==> src/rtl/pacote_tamagotchi.sv <==
// Shared definitions for the tamagotchi blocks: one-hot pet states and attribute width.
package pacote_tamagotchi;
    localparam int ATTR_W = 8;

    localparam logic [4:0] INTRO      = 5'b00000;
    localparam logic [4:0] IDLE       = 5'b00001;
    localparam logic [4:0] DORMINDO   = 5'b00010;
    localparam logic [4:0] COMENDO    = 5'b00100;
    localparam logic [4:0] DANDO_AULA = 5'b01000;
    localparam logic [4:0] MORTO      = 5'b10000;
endpackage

==> src/rtl/gerenciador_atributos_somador_saturado.sv <==
// Combinational add/sub of a 9-bit delta to an 8-bit attribute, clamped to [0,255].
module somador_saturado
    import pacote_tamagotchi::*;
(
    input  logic [ATTR_W-1:0] operando,
    input  logic [ATTR_W:0]   delta,
    input  logic              somar,
    output logic [ATTR_W-1:0] resultado
);
    logic [ATTR_W+1:0] soma_s;
    logic [ATTR_W+1:0] dif_s;

    // Ten-bit intermediates keep both overflow and borrow visible in the top bits
    always_comb begin
        soma_s = {2'b00, operando} + {1'b0, delta};
        dif_s  = {2'b00, operando} - {1'b0, delta};
        if (somar) begin
            if (soma_s[ATTR_W+1:ATTR_W] != 2'b00) begin
                resultado = 8'hFF;
            end else begin
                resultado = soma_s[ATTR_W-1:0];
            end
        end else begin
            if (dif_s[ATTR_W+1:ATTR_W] != 2'b00) begin
                resultado = 8'h00;
            end else begin
                resultado = dif_s[ATTR_W-1:0];
            end
        end
    end
endmodule

==> src/rtl/gerenciador_atributos.sv <==
// Pet attribute manager: periodic tick, then fome/felicidade/sono updated one per cycle
// through a single shared saturating adder, using the estado sampled at the tick.
module gerenciador_atributos
    import pacote_tamagotchi::*;
#(
    parameter int unsigned       TICK_CYCLES   = 32'd4194304,
    parameter logic [ATTR_W-1:0] VALOR_INICIAL = 8'd128,
    parameter logic [ATTR_W-1:0] DEC_FOME      = 8'd2,
    parameter logic [ATTR_W-1:0] DEC_FEL       = 8'd1,
    parameter logic [ATTR_W-1:0] DEC_SONO      = 8'd1,
    parameter logic [ATTR_W-1:0] INC_FOME      = 8'd16,
    parameter logic [ATTR_W-1:0] INC_FEL       = 8'd8,
    parameter logic [ATTR_W-1:0] INC_SONO      = 8'd12
) (
    input  logic              clk,
    input  logic              reset,
    input  logic [4:0]        estado,
    output logic [ATTR_W-1:0] fome,
    output logic [ATTR_W-1:0] felicidade,
    output logic [ATTR_W-1:0] sono,
    output logic              atualizado,
    output logic              zerado
);
    localparam int CNT_W = (TICK_CYCLES > 32'd2) ? $clog2(TICK_CYCLES) : 1;
    localparam logic [CNT_W-1:0] ULTIMO = CNT_W'(TICK_CYCLES - 32'd1);

    typedef enum logic [1:0] {ESPERA, AT_FOME, AT_FEL, AT_SONO} fase_t;

    fase_t             fase_r;
    logic [CNT_W-1:0]  cont_r;
    logic [4:0]        estado_amostra_r;
    logic [ATTR_W-1:0] fome_r, fel_r, sono_r;
    logic              atualizado_r, zerado_r;

    logic              tick_s, intro_s;
    logic [ATTR_W-1:0] operando_s, resultado_s;
    logic [ATTR_W:0]   delta_s;
    logic              somar_s;
    logic [ATTR_W-1:0] fome_prox_s, fel_prox_s, sono_prox_s;

    assign tick_s  = (cont_r == ULTIMO);
    assign intro_s = (estado == INTRO);

    // Selects operand and rule for the attribute owned by the current FSM state
    always_comb begin
        operando_s = fome_r;
        delta_s    = 9'd0;
        somar_s    = 1'b0;
        case (fase_r)
            AT_FOME: begin
                operando_s = fome_r;
                case (estado_amostra_r)
                    COMENDO:    begin delta_s = {1'b0, INC_FOME}; somar_s = 1'b1; end
                    DANDO_AULA: delta_s = {DEC_FOME, 1'b0};
                    MORTO:      delta_s = 9'd0;
                    default:    delta_s = {1'b0, DEC_FOME};
                endcase
            end
            AT_FEL: begin
                operando_s = fel_r;
                case (estado_amostra_r)
                    DANDO_AULA: begin delta_s = {1'b0, INC_FEL}; somar_s = 1'b1; end
                    DORMINDO:   delta_s = 9'd0;
                    MORTO:      delta_s = 9'd0;
                    default:    delta_s = {1'b0, DEC_FEL};
                endcase
            end
            AT_SONO: begin
                operando_s = sono_r;
                case (estado_amostra_r)
                    DORMINDO:   begin delta_s = {1'b0, INC_SONO}; somar_s = 1'b1; end
                    DANDO_AULA: delta_s = {DEC_SONO, 1'b0};
                    MORTO:      delta_s = 9'd0;
                    default:    delta_s = {1'b0, DEC_SONO};
                endcase
            end
            default: begin
                operando_s = fome_r;
                delta_s    = 9'd0;
                somar_s    = 1'b0;
            end
        endcase
    end

    somador_saturado u_somador (
        .operando  (operando_s),
        .delta     (delta_s),
        .somar     (somar_s),
        .resultado (resultado_s)
    );

    // Next attribute values; zerado is derived from these so it moves with the attributes
    always_comb begin
        fome_prox_s = fome_r;
        fel_prox_s  = fel_r;
        sono_prox_s = sono_r;
        if (intro_s) begin
            fome_prox_s = VALOR_INICIAL;
            fel_prox_s  = VALOR_INICIAL;
            sono_prox_s = VALOR_INICIAL;
        end else if (fase_r == AT_FOME) begin
            fome_prox_s = resultado_s;
        end else if (fase_r == AT_FEL) begin
            fel_prox_s = resultado_s;
        end else if (fase_r == AT_SONO) begin
            sono_prox_s = resultado_s;
        end else begin
            fome_prox_s = fome_r;
        end
    end

    // Prescaler, update FSM and registered outputs
    always_ff @(posedge clk) begin
        if (reset) begin
            cont_r           <= '0;
            fase_r           <= ESPERA;
            estado_amostra_r <= IDLE;
            fome_r           <= VALOR_INICIAL;
            fel_r            <= VALOR_INICIAL;
            sono_r           <= VALOR_INICIAL;
            atualizado_r     <= 1'b0;
            zerado_r         <= 1'b0;
        end else if (intro_s) begin
            cont_r       <= '0;
            fase_r       <= ESPERA;
            fome_r       <= fome_prox_s;
            fel_r        <= fel_prox_s;
            sono_r       <= sono_prox_s;
            atualizado_r <= 1'b0;
            zerado_r     <= (fome_prox_s == 8'd0) || (fel_prox_s == 8'd0) || (sono_prox_s == 8'd0);
        end else begin
            cont_r <= tick_s ? '0 : cont_r + CNT_W'(1);
            case (fase_r)
                ESPERA: begin
                    if (tick_s) begin
                        estado_amostra_r <= estado;
                        fase_r           <= AT_FOME;
                    end
                end
                AT_FOME: fase_r <= AT_FEL;
                AT_FEL:  fase_r <= AT_SONO;
                AT_SONO: fase_r <= ESPERA;
                default: fase_r <= ESPERA;
            endcase
            fome_r       <= fome_prox_s;
            fel_r        <= fel_prox_s;
            sono_r       <= sono_prox_s;
            atualizado_r <= (fase_r == AT_SONO);
            zerado_r     <= (fome_prox_s == 8'd0) || (fel_prox_s == 8'd0) || (sono_prox_s == 8'd0);
        end
    end

    assign fome       = fome_r;
    assign felicidade = fel_r;
    assign sono       = sono_r;
    assign atualizado = atualizado_r;
    assign zerado     = zerado_r;
endmodule

==> config.mk <==
export PLATFORM = sky130hd
export DESIGN_NAME = gerenciador_atributos
export DESIGN_NICKNAME = d
export VERILOG_FILES = /design/src/rtl/pacote_tamagotchi.sv /design/src/rtl/gerenciador_atributos_somador_saturado.sv /design/src/rtl/gerenciador_atributos.sv
export SDC_FILE = /design/constraint.sdc
export NUM_CORES = 1
export LEC_CHECK = 0
export CORE_UTILIZATION = 57
export CTS_CLUSTER_SIZE = 28
export DETAILED_ROUTE_END_ITERATION = 10
export GPL_TIMING_DRIVEN = 1
export HOLD_SLACK_MARGIN = 0.15
export PLACE_DENSITY = 0.81
export SETUP_SLACK_MARGIN = 0.05
export SYNTH_ARGS = -nofsm -noshare
export SYNTH_HDL_FRONTEND = slang
export SYNTH_SLANG_ARGS = --single-unit
==> constraint.sdc <==
create_clock -name clk -period 4.3 [get_ports clk]
set_clock_uncertainty 0.1 [all_clocks]
set_input_delay 0.86 -clock clk [delete_from_list [all_inputs] [get_ports clk]]
set_output_delay 0.86 -clock clk [all_outputs]
set_load 0.05 [all_outputs]
Word level (Yosys, flattened, before mapping). Cells that the tools add are included.

Add/sub/neg operators: 3. Reductions and logical operators: 13. Multiplexer cells: 23. Eq/ne operators: 9. Bitwise operators: 1.

Operator list (count): $mux 8 (12); $pmux 9 s3 (1); $logic_not 8->1 (3); $add 22x1->22 const B (1); $eq 22x22->1 const B (1); $pmux 8 s2 (1); $pmux 5 s3 (1); $pmux 4 s3 (1); $add 8x9->10 (1); $sub 8x9->10 (1); $pmux 2 s4 (1); $pmux 4 s2 (1); $eq 5x2->1 const B (1); $eq 5x3->1 const B (1); $eq 5x4->1 const B (1); $eq 5x5->1 const B (1); $logic_not 5->1 (1); $eq 2x2->1 const B (2); $reduce_bool 2->1 (2); $reduce_or 2->1 (2); $mux 1 (3); $pmux 1 s3 (1); $reduce_and 3->1 (1); $reduce_or 3->1 (1); other kinds (6) (7).

Output and inout bits: 26. Bits in registers: 55. Input port bits: 7. Word-level logic and storage cells: 57.

Logic depth before layout (Yosys ltp). Gate-level depths: netlist of the first run.

Depth after elaboration: 14. Mapped depth: 18.

Cells and area by module. A second synthesis of the first run with hierarchy kept.

Cell total of the unflattened synthesis: 488. Area total of the unflattened synthesis: 3659.8 µm².

Modules (own cells, without submodules): gerenciador_atributos (cells each 343, times used 1, area each 2665.1 µm², seq. area each 1101.1 µm²); somador_saturado (cells each 145, times used 1, area each 994.7 µm², seq. area each 0.0 µm²).

Worst setup path after synthesis of the first run. Ideal clock, no wire load.

Path type: register to register. Start: register fase_r[0]. End: register zerado_r, in the netlist zerado. Clock period less this slack: 3.813 ns. Setup time: 0.063 ns. Required time: 4.137 ns. Path buffers: 2. Path slack: 0.487 ns. Stages on the path, launching flop included: 16. Arrival: 3.651 ns. Path through: dfxtp_1 -> inv_1 -> ha_1 -> buf_2 -> and4bb_1 -> o21ai_4 -> or2_2 -> ha_1 -> clkbuf_1 -> a2111oi_0 -> o211ai_1 -> or4_1 -> a31oi_1 -> nand2_1 -> o41a_1 -> nand3_1.

Word-level cells in the longest chain between the ends: 12.

RTL lines: start: declaration (line gerenciador_atributos.sv:29) `fase_t fase_r;`; start signal: assignment (line gerenciador_atributos.sv:116) `fase_r <= ESPERA;`; start signal: assignment (line gerenciador_atributos.sv:125) `fase_r <= ESPERA;`; start signal: assignment (line gerenciador_atributos.sv:137) `fase_r <= AT_FOME;`; $eq 2x2->1, or another cell as far along (line gerenciador_atributos.sv:49, gerenciador_atributos.sv:105); $pmux 9 s3 / $pmux 8 s2 (equally long branches) (line gerenciador_atributos.sv:49) `case (fase_r)`; $sub 8x9->10 / $add 8x9->10 (equally long branches) (line gerenciador_atributos_somador_saturado.sv:16, gerenciador_atributos_somador_saturado.sv:15); $reduce_bool 2->1, on equally long branches (line gerenciador_atributos_somador_saturado.sv:24, gerenciador_atributos_somador_saturado.sv:18); $mux 8, on equally long branches (line gerenciador_atributos_somador_saturado.sv:24, gerenciador_atributos_somador_saturado.sv:18); $mux 8 (line gerenciador_atributos_somador_saturado.sv:17) `if (somar) begin`; $mux 8, on equally long branches (line gerenciador_atributos.sv:105, gerenciador_atributos.sv:103); $mux 8, on equally long branches (line gerenciador_atributos.sv:103, gerenciador_atributos.sv:101); $mux 8, on equally long branches (line gerenciador_atributos.sv:101, gerenciador_atributos.sv:97); $mux 8 / $logic_not 8->1 (equally long branches) (line gerenciador_atributos.sv:97, gerenciador_atributos.sv:130, gerenciador_atributos.sv:149); $logic_not 8->1 / $logic_or 1x1->1 (equally long branches) (line gerenciador_atributos.sv:130, gerenciador_atributos.sv:149); $logic_or 1x1->1 * (line gerenciador_atributos.sv:130, gerenciador_atributos.sv:149); end signal: assignment (line gerenciador_atributos.sv:130) `zerado_r <= (fome_prox_s == 8'd0) || (fel_prox_s == 8'd0) || (sono_prox_s == 8'd0);`; end signal: assignment (line gerenciador_atributos.sv:149) `zerado_r <= (fome_prox_s == 8'd0) || (fel_prox_s == 8'd0) || (sono_prox_s == 8'd0);`; end: declaration (line gerenciador_atributos.sv:33) `logic atualizado_r, zerado_r;`.

Every way passes the cells marked *; elsewhere a longest branch is shown, timed or not. A chain may end at the register's enable or synchronous reset.

Worst setup path in the final report of the first run. Same ends and word-level chain as after synthesis.

==> summary.txt, run 1 <==
Floorplanning
  – Die H: 77.6 µm
  – Starting Density: just under 60%
  – Cell Rows: 27
  – Number of I/O pins: 33
  – Die width: 77.6 µm
  – DIE AREA: 6020 µm²
  – Core area: ~5500 µm²

Finish
  – Layout cell share with drive strength beyond 1: 6.61%
  – Ant. Diodes: 0
  – Most frequent cells in the layout: nand2_1 (60), nor2_1 (59), dfxtp_1 (55)
  – Layout Nets: 463
  – Util after Layout: ~68%
  – Area Growth Syn to Fin: 15.5%
  – Most common cell after layout, fill and taps aside: nand2_1

Drt
  – Met3 WL: around 420 µm
  – DR vias/cell: 6.06
  – Routed WL per cell: 15.5 µm
  – First-pass detailed-route iteration total: 5
  – Highest metal used: met4
  – DRC Markers: 0
  – ANT nets after route: 0
  – WL met1: around 3.5 mm
  – Iter 0 DRT Violations: 307
  – Total number of vias: 3,099
  – Final WL: approximately 7.9 mm
  – Met2 routed WL: between 3 and 4 mm

Logic synthesis
  – Yosys reg bits: 55
  – Main synth FF type: dfxtp_1
  – Avg Inst Size Synth: 7.91 µm²
  – Synth Cell Area: 3260 µm²
  – Ys async rst share: 0%
  – Cell count after synthesis: 412
  – Post-Syn Nets: 437
  – Post-synth EDFFs: 0
  – Post-synthesis sequential area ratio: around a third
  – Netlist cell types: ~60
  – Yosys warns: 0

Setup path
  – WP data arrival: 4.13 ns
  – Slowest-stage cell, CP: or3_1
  – CP max stage delay: 0.40 ns
  – Element type at the critical path end: flip-flop
  – Startpoint types: flip-flop
  – CP Cell Sequence: inv_1 > ha_1 > buf_4 > a22o_1 > a21o_1 > ha_1 > fa_1 > nand2b_1 > a211o_1 > a2111o_1 > nand2_2 > o21a_1 > o21a_1 > or3_1 > o41a_1 > nand3_1
  – WP data required: 4.46 ns
  – CP max FO: 11
  – Critical path class: reg -> reg

Global routing
  – Initial antenna violation count: 0
  – Grt total ovfl: 0
  – Global-route wire length before repair: 13.6 mm
  – Total GRT Usage: around 28%
  – Largest net degree at the start of global routing: 25
  – Vias in the first global route: ~2,800

Timing
  – Final setup TNS: 0 ns
  – Final Max Slew Viols: 0
  – Tmin final: 3.97 ns
  – RSZ-0062 raised after global routing: no
  – Relative max-transition margin: 46.1%
  – Hold Fails Final Rpt: 0
  – Fin crit share: around 92%
  – Fmax: 252 MHz
  – Setup violators final: 0
  – Slew of the pin with the lowest slew margin: 0.806 ns

Clock network
  – TritonCTS clock tree: done
  – CTS H-tree lvls: 2
  – Root Buffer: clkbuf_8
  – Clock Latency Late Sink: 0.31 ns
  – Post-CTS sizing: 0
  – Worst-path clk slew: ~0.10 ns
  – Sink Count: 55
  – Post-CTS Setup Bufs: 0
  – Hold Buf Count CTS: 0
  – Clock tree buffer depth: 2
  – TritonCTS buffer count: 5

Placed design
  – I/O Buffers: 32
  – Gp weighted congestion: 0.868
  – Final HPWL DP: 5.88 mm

Pwr
  – Leak: 1.47 nW
  – Total power: 1.25 mW
  – Pwr Density: 332 nW/µm²
  – Maximum VDD drop: 0.000257 V

Flow run
  – Max Cap Violations: 0

Status
  – Status: finished, final reports clean

Hold path
  – Hold/Removal Path Class: reg -> reg
## path summary, 6_finish.rpt
check | startpoint | to | slack (ns) | depth (start not counted)
max | fase_r[0] | zerado | 0.33 | 16
min | fase_r[1] | fase_r[1] | 0.42 | 2
max reg2reg | fase_r[0] | zerado | 0.33 | 16
min reg2reg | fase_r[1] | fase_r[1] | 0.42 | 2
## layout make-up
cell class	instances	area (µm²)
Inverter	13	48.8
Clock buffer	5	68.8
Multi-Input combinational cell	325	2040
Clock inverter	3	47.5
Tap cell	72	90.1
Fill cell	462	1740
Sequential cell	55	1100
Timing Repair Buffer	38	365
## layer usage
| metal | GRT usage [%] | up-vias |
|---|---|---|
| li1 | - | 1501 |
| met5 | 0 | - |
| met3 | 5.06 | 25 |
| met1 | 35.2 | 1445 |
| met4 | 9.81 | 0 |
| met2 | 47.8 | 128 |
## synth_stat cells (3+ instances only)
| cell type | count | area [µm²] |
|---|---|---|
| xor2_1 | 15 | 131 |
| a211oi_1 | 10 | 75.1 |
| and2_1 | 4 | 25.0 |
| a21o_1 | 4 | 30.0 |
| and3_1 | 11 | 68.8 |
| a21oi_1 | 19 | 95.1 |
| dfxtp_1 | 55 | 1100 |
| nand3_1 | 12 | 60.1 |
| o2111ai_1 | 3 | 26.3 |
| inv_1 | 11 | 41.3 |
| clkbuf_1 | 11 | 41.3 |
| ha_1 | 16 | 200 |
| a22o_1 | 5 | 43.8 |
| buf_2 | 3 | 15.0 |
| nand2b_1 | 7 | 43.8 |
| mux2i_1 | 6 | 60.1 |
| a22oi_1 | 6 | 45.0 |
| nand2_1 | 61 | 229 |
| o211ai_1 | 6 | 45.0 |
| xnor2_1 | 7 | 61.3 |
| o31ai_1 | 4 | 30.0 |
| nor2_1 | 60 | 225 |
| nand4_1 | 6 | 37.5 |
| o21a_1 | 3 | 22.5 |
| or4_1 | 3 | 22.5 |
| a31oi_1 | 3 | 18.8 |
| o21ai_0 | 6 | 30.0 |
| nor3_1 | 11 | 55.1 |
## registers in the layout, indices dropped and copies added, names as in the netlist
register / cells
sono: 8
fase_r: 2
fome: 8
estado_amostra_r: 5
cont_r: 22
atualizado: 1
felicidade: 8
zerado: 1
## through the flow
stage	hold slack, ns	setup WS [ns]	std cells	instance area [µm²]
4_1_cts	0.417	0.289	511	3740
3_3_place_gp	0.343	0.357	503	3620
6_report	0.416	0.328	511	3770
3_5_place_dp	0.350	0.330	503	3620
5_1_grt	0.445	0.0819	511	3770
2_1_floorplan	0.330	0.487	412	3260
## cell families (layout without fill, tap and decap cells)
logic type      count (synthesis)  in the layout  share of synthesized area (%)
compound gates                 88             88                           19.3
mux                             6              6                           1.84
simple gates                  191            191                           27.4
flops                          55             55                           33.8
xor+xnor                       22             22                           5.91
fa+ha+maj                      18             18                           7.37
buf+inv                        32             59                           4.30
## critical path, delay by kind of cell (launching register included)
| family | cells | cell delay [ns] |
|---|---|---|
| AO/OA/AOI/OAI | 7 | 1.61 |
| adder cells (fa/ha/maj) | 3 | 0.86 |
| AND/OR/NAND/NOR | 4 | 0.73 |
| flip-flops | 1 | 0.37 |
| buffers and inverters | 2 | 0.26 |
## report_power, final
group          total, mW  internal (mW)  switching, mW
clock              0.354          0.177          0.177
sequential         0.542          0.524         0.0171
combinational      0.355          0.126          0.229
total               1.25          0.828          0.423
(Power assumes the default switching activity.)
==> inputs of run 2 (changes only) <==
Settings changed: CTS_CLUSTER_DIAMETER set to 60.
==> results of run 2 <==
No change in the layout: final DEF, timing and power equal those of run 1.
